**src/rtl/alu_pkg.sv**
```systemverilog
// alu_pkg: shared FSM state encodings and default operand width for the ALU front end.
package alu_pkg;
    localparam int ALU_WIDTH = 3;
    typedef enum logic [1:0] {
        ST_IDLE    = 2'b00,
        ST_WAIT_B  = 2'b01,
        ST_PRESENT = 2'b10
    } alu_state_t;
endpackage

```
**src/rtl/key_press_detect.sv**
```systemverilog
// key_press_detect: active-low key to one-cycle press pulse; OPLOAD_DEBOUNCE_EN adds a synchroniser and debounce filter.
module key_press_detect #(
    parameter int DEBOUNCE_CYCLES = 4
) (
    input  logic clk,
    input  logic resetn,
    input  logic key_n,
    output logic press
);
    logic level, prev, armed;
`ifdef OPLOAD_DEBOUNCE_EN
    localparam int CW = $clog2(DEBOUNCE_CYCLES + 1);
    logic sync_1, sync_2, lvl_q;
    logic [CW-1:0] cnt;
    // filtered level flips only after DEBOUNCE_CYCLES consecutive differing samples
    always_ff @(posedge clk or negedge resetn) begin
        if (!resetn) begin
            sync_1 <= 1'b1;
            sync_2 <= 1'b1;
            lvl_q  <= 1'b1;
            cnt    <= '0;
        end else begin
            sync_1 <= key_n;
            sync_2 <= sync_1;
            if (sync_2 == lvl_q) cnt <= '0;
            else if (cnt == CW'(DEBOUNCE_CYCLES - 1)) begin
                lvl_q <= sync_2;
                cnt   <= '0;
            end else cnt <= cnt + 1'b1;
        end
    end
    assign level = lvl_q;
`else
    assign level = key_n;
`endif
    // armed stays low until the key is seen released, so a key held through reset is not a press
    always_ff @(posedge clk or negedge resetn) begin
        if (!resetn) begin
            prev  <= 1'b1;
            armed <= 1'b0;
        end else begin
            prev  <= level;
            armed <= armed | level;
        end
    end
    assign press = armed & prev & ~level;
endmodule

```
**src/rtl/operand_loader.sv**
```systemverilog
// operand_loader: captures two operands from a switch bus on key presses and holds them valid until ack.
// Optional debounce on load_n enabled by defining OPLOAD_DEBOUNCE_EN.
module operand_loader
    import alu_pkg::*;
#(
    parameter int WIDTH           = ALU_WIDTH,
    parameter int DEBOUNCE_CYCLES = 4
) (
    input  logic             clk,
    input  logic             resetn,
    input  logic [WIDTH-1:0] sw_data,
    input  logic             load_n,
    input  logic             clear,
    input  logic             ack,
    output logic [WIDTH-1:0] num_1,
    output logic [WIDTH-1:0] num_2,
    output logic             valid,
    output logic [1:0]       state_dbg
);
    alu_state_t state;
    logic press;
    key_press_detect #(.DEBOUNCE_CYCLES(DEBOUNCE_CYCLES)) u_key (
        .clk   (clk),
        .resetn(resetn),
        .key_n (load_n),
        .press (press)
    );
    always_ff @(posedge clk or negedge resetn) begin
        if (!resetn) begin
            state <= ST_IDLE;
            num_1 <= '0;
            num_2 <= '0;
            valid <= 1'b0;
        end else if (clear) begin
            state <= ST_IDLE;
            num_1 <= '0;
            num_2 <= '0;
            valid <= 1'b0;
        end else begin
            case (state)
                ST_IDLE: if (press) begin
                    num_1 <= sw_data;
                    state <= ST_WAIT_B;
                end
                ST_WAIT_B: if (press) begin
                    num_2 <= sw_data;
                    state <= ST_PRESENT;
                    valid <= 1'b1;
                end
                ST_PRESENT: if (ack) begin
                    state <= ST_IDLE;
                    valid <= 1'b0;
                end
                default: begin
                    state <= ST_IDLE;
                    valid <= 1'b0;
                end
            endcase
        end
    end
    assign state_dbg = state;
endmodule

```
**config.mk**
```make
export PLATFORM = sky130hd
export DESIGN_NAME = operand_loader
export DESIGN_NICKNAME = d
export VERILOG_FILES = /design/src/rtl/alu_pkg.sv /design/src/rtl/key_press_detect.sv /design/src/rtl/operand_loader.sv
export SDC_FILE = /design/constraint.sdc
export NUM_CORES = 1
export LEC_CHECK = 0
export ABC_AREA = 1
export ABC_CLOCK_PERIOD_IN_PS = 1150
export BUFFER_PORTS_ARGS = -buffer_cell sky130_fd_sc_hd__buf_2
export CORE_AREA = 5 5 42 44
export CTS_BUF_LIST = sky130_fd_sc_hd__clkbuf_4 sky130_fd_sc_hd__clkbuf_8 sky130_fd_sc_hd__clkbuf_16
export CTS_CLUSTER_SIZE = 8
export DETAILED_ROUTE_END_ITERATION = 7
export DIE_AREA = 0 0 47 49
export SYNTH_ARGS = -nofsm -noshare
export SYNTH_HDL_FRONTEND = slang
export SYNTH_SLANG_ARGS = --single-unit
```
**constraint.sdc**
```tcl
create_clock -name clk -period 1.15 [get_ports clk]
set_input_delay 0.0575 -clock clk [delete_from_list [all_inputs] [get_ports clk]]
set_output_delay 0.0575 -clock clk [all_outputs]
set_load 0.01 [all_outputs]
```
==> impl_metrics.prom <==
# TYPE chip_impl_metric gauge
chip_impl_info{name="run_status",value="completed"} 1
chip_impl_metric{name="layout.cells.non_filler",unit=""} 91
chip_impl_info{name="critical_path.reg2reg.startpoint",value="u_key.prev"} 1
chip_impl_metric{name="ys.warnings.count",unit=""} 0
chip_impl_metric{name="antennaDiodeCount",unit=""} 0
chip_impl_metric{name="slowest_delay",unit="ps"} 540
chip_impl_metric{name="vertical_die_dimension",unit="um"} 49
chip_impl_info{name="critical_path.startpoint",value="u_key.prev"} 1
chip_impl_metric{name="grt_first_pass_wirelength",unit="um"} 1590
chip_impl_metric{name="worstSetupPathDepth",unit=""} 5
chip_impl_metric{name="area_delta_synth_final",unit="%"} 33.4
chip_impl_info{name="crit_chain",value="nand3_2 > nor2_2 > nor2_2 > nand2_1 > o21ai_1"} 1
chip_impl_metric{name="drtAntennaViolNets",unit=""} 0
chip_impl_metric{name="worst_slew_pin_slew",unit="ps"} 243
chip_impl_metric{name="required",unit="ps"} 1300
chip_impl_info{name="rsz0062_at_grt",value="false"} 1
chip_impl_info{name="most_common_library_cell_in_the_layout_ignoring_fill_and_taps",value="sky130_fd_sc_hd__nand2_1"} 1
chip_impl_metric{name="dr.pass1.iters",unit=""} 3
chip_impl_metric{name="final_min_period_over_clock_period",unit="%"} 93.1
chip_impl_info{name="worstSetupStartpointType",value="flip-flop"} 1
chip_impl_info{name="clock_tree_from_tritoncts",value="yes"} 1
chip_impl_metric{name="grt_pass1_vias",unit=""} 415
chip_impl_metric{name="cts-buffers-inserted",unit=""} 3
chip_impl_metric{name="post_drt_via_cell_ratio",unit=""} 4.41
chip_impl_metric{name="globalplace.congestion",unit=""} 0.723
chip_impl_metric{name="post_dp_hpwl",unit="um"} 689
chip_impl_info{name="crit_path_most_repeated_cell",value="sky130_fd_sc_hd__nor2_2"} 1
chip_impl_metric{name="ctsHtreeMaxLevel",unit=""} 1
chip_impl_metric{name="synth_cells",unit=""} 53
chip_impl_metric{name="max-cap-violations",unit=""} 0
chip_impl_metric{name="track_usage",unit="%"} 9.76
chip_impl_metric{name="synth_unique_cells",unit=""} 14
chip_impl_info{name="critical_path_class",value="flip-flop to flip-flop"} 1
chip_impl_metric{name="critical_path_buf_inv_count",unit=""} 0
chip_impl_metric{name="first_iter_violations",unit=""} 9
chip_impl_metric{name="overflow",unit=""} 0
chip_impl_info{name="layout_common_cells",value="18 x sky130_fd_sc_hd__nand2_1, 16 x sky130_fd_sc_hd__buf_2, 10 x sky130_fd_sc_hd__dfrtp_1, 6 x sky130_fd_sc_hd__o21ai_1, 5 x sky130_fd_sc_hd__nor2_2"} 1
chip_impl_metric{name="total_power",unit="W"} 0.000826
chip_impl_metric{name="rrSetupSlack",unit="ps"} 80
chip_impl_metric{name="finClkSkew",unit="ps"} 2.51
chip_impl_metric{name="drc",unit=""} 0
chip_impl_metric{name="final_nets",unit=""} 84
chip_impl_info{name="ctsRootBufferMaster",value="sky130_fd_sc_hd__clkbuf_4"} 1
chip_impl_metric{name="die_area",unit="um^2"} 2300
chip_impl_metric{name="drive_above_1_share",unit="%"} 38.7
chip_impl_metric{name="synth_area",unit="um^2"} 464
chip_impl_metric{name="final-hold-violation-count",unit=""} 0
chip_impl_metric{name="num-fill-cells",unit=""} 147
chip_impl_metric{name="cp.arrival",unit="ps"} 1220
chip_impl_metric{name="vias",unit=""} 401
chip_impl_metric{name="hold_slack",unit="ps"} 71.9
chip_impl_metric{name="synthesis.nets",unit=""} 61
chip_impl_metric{name="slew_viol_final",unit=""} 0
chip_impl_metric{name="ctsLongestPathBuffers",unit=""} 2
chip_impl_metric{name="rows",unit=""} 14
chip_impl_metric{name="portBuffers",unit=""} 16
chip_impl_metric{name="power.density",unit="nW/um^2"} 1330
chip_impl_metric{name="tritoncts_num_sinks",unit=""} 11
chip_impl_metric{name="layout_min_cycle_time",unit="ps"} 1070
chip_impl_metric{name="fmax",unit="MHz"} 934
chip_impl_metric{name="place.detailed.instances",unit=""} 85
chip_impl_metric{name="clk_latency",unit="ps"} 260
chip_impl_metric{name="maximum_number_of_pins_on_one_net_before_global_route_repair",unit=""} 12
chip_impl_metric{name="r2r_cells",unit=""} 5
chip_impl_metric{name="path_clk_slew",unit="ps"} 70
chip_impl_info{name="timing.critical_path.to",value="num_1[2]"} 1
chip_impl_metric{name="timing.slew.headroom",unit="%"} 83.8
chip_impl_metric{name="top_level_ports",unit=""} 17
chip_impl_info{name="family_of_cells_with_the_greatest_summed_delay_on_the_critical_path",value="flip-flops"} 1
chip_impl_metric{name="wl",unit="um"} 894
chip_impl_metric{name="design.core.area",unit="um^2"} 1400
chip_impl_metric{name="synth.yosys.seq_area_share",unit="%"} 59.6
chip_impl_metric{name="timing.final.setup_violations",unit=""} 0
chip_impl_info{name="timing.critical_path.slowest_stage_cell",value="sky130_fd_sc_hd__dfstp_2"} 1
chip_impl_info{name="worstReg2RegEnd",value="num_1[2]"} 1
chip_impl_metric{name="floorplan.initialDensity",unit="%"} 33.1
chip_impl_metric{name="leakage",unit="nW"} 0.326
chip_impl_metric{name="avg_inst_size_synth",unit="um^2"} 8.76
chip_impl_metric{name="ir_drop",unit="mV"} 0.674
chip_impl_metric{name="routed_wire_length_per_instance",unit="um"} 9.82
chip_impl_info{name="min-delay-path-class",value="input port to flip-flop"} 1
chip_impl_metric{name="ys_seq_elements",unit=""} 11
chip_impl_info{name="timing.critical_path.to_type",value="flip-flop"} 1
chip_impl_metric{name="timing.setup.tns",unit="ps"} 0
chip_impl_metric{name="die_width",unit="um"} 47
chip_impl_metric{name="critical_path_peak_fanout",unit=""} 6
chip_impl_metric{name="antenna_found_initial",unit=""} 0
final cells by class:
type	instances	area (um^2)	area share, %
clock buffer	4	30.0	4.85
inverter	5	18.8	3.03
multi-input combinational	37	174	28.1
sequential	11	277	44.6
tap	16	20.0	3.23
timing repair buffer	18	100	16.2
how the worst min path moves through the flow:
| stage | endpoint | slack [ps] | startpoint | cells past startpoint |
|---|---|---|---|---|
| 6_report | num_1[2] | 70 | sw_data[2] | 3 |
| 3_5_place_dp | num_2[0] | -60 | resetn | 1 |
| 5_1_grt | num_1[1] | 80 | sw_data[1] | 3 |
| 4_1_cts | num_1[2] | 60 | sw_data[2] | 3 |
| 3_3_place_gp | num_2[2] | -60 | resetn | 1 |
| 2_1_floorplan | num_1[0] | -240 | resetn | 0 |
cells by family (layout without fill, tap and decap cells):
family                 count (synthesis)  in the layout  share of synthesized area [%]
DFF                                   11             11                           59.6
buffers and inverters                  5             27                           4.04
and+or+nand+nor                       30             30                           28.8
AOI/OAI and AO/OA                      7              7                           7.55
layer usage:
metal  vias to the layer above  GRT usage [%]  part of all wire [%]
met1                       180           11.2                    43
met3                         2           2.58                   5.4
met4                         0           6.91                   1.3
met5                         -              0                     0
met2                         6           14.9                    50
li1                        213              -                     -
flip-flops by register name (all words and copies together) (netlist names):
register	cells
num_1	3
state_dbg	2
u_key.prev	1
u_key.armed	1
valid	1
num_2	3
per-stage QoR:
| stage | util (%) | cell area, um^2 | setup slack, ps |
|---|---|---|---|
| 2_1_floorplan | - | 464 | 118 |
| 3_3_place_gp | 40.3 | 564 | 83.9 |
| 5_1_grt | 44.2 | 619 | 13.5 |
| 6_report | 44.2 | 619 | 79.2 |
| 3_5_place_dp | 40.3 | 564 | 69.8 |
| 4_1_cts | 43.8 | 614 | 51.6 |
Yosys cell counts:
master,instances,area (um^2)
sky130_fd_sc_hd__nand4_1,1,6.26
sky130_fd_sc_hd__nor2_1,5,18.8
sky130_fd_sc_hd__or2_1,1,6.26
sky130_fd_sc_hd__nand3_2,1,10.0
sky130_fd_sc_hd__nand2_1,18,67.6
sky130_fd_sc_hd__inv_1,3,11.3
sky130_fd_sc_hd__nand2_2,1,6.26
sky130_fd_sc_hd__dfrtp_1,10,250
sky130_fd_sc_hd__clkinv_1,1,3.75
sky130_fd_sc_hd__nor2_2,3,18.8
sky130_fd_sc_hd__o21ai_1,6,30.0
sky130_fd_sc_hd__o21ai_0,1,5.00
sky130_fd_sc_hd__dfstp_2,1,26.3
sky130_fd_sc_hd__inv_2,1,3.75
report_power, final:
group          internal (W)  total [W]  leakage [nW]  switching (W)
combinational     0.0000494   0.000120         0.169      0.0000711
sequential         0.000412   0.000425         0.138      0.0000125
clock              0.000157   0.000281        0.0184       0.000124
total              0.000619   0.000826         0.326       0.000207
timing repair:
action / 4_1_cts / 5_1_grt
endpoints found under the setup margin: 0 / 3
hold buffers: 2 / 0
resized for setup: 0 / 2
endpoints found under the hold margin: 12 / 0
buffers inserted: 0 / 0
worst register-to-register path, stage by stage (launching register included):
cell and delay, ps:
sky130_fd_sc_hd__dfstp_2 540, sky130_fd_sc_hd__nand3_2 110, sky130_fd_sc_hd__nor2_2 120, sky130_fd_sc_hd__nor2_2 80, sky130_fd_sc_hd__nand2_1 60, sky130_fd_sc_hd__o21ai_1 50
Note: power is estimated with default switching activity, not from simulation.
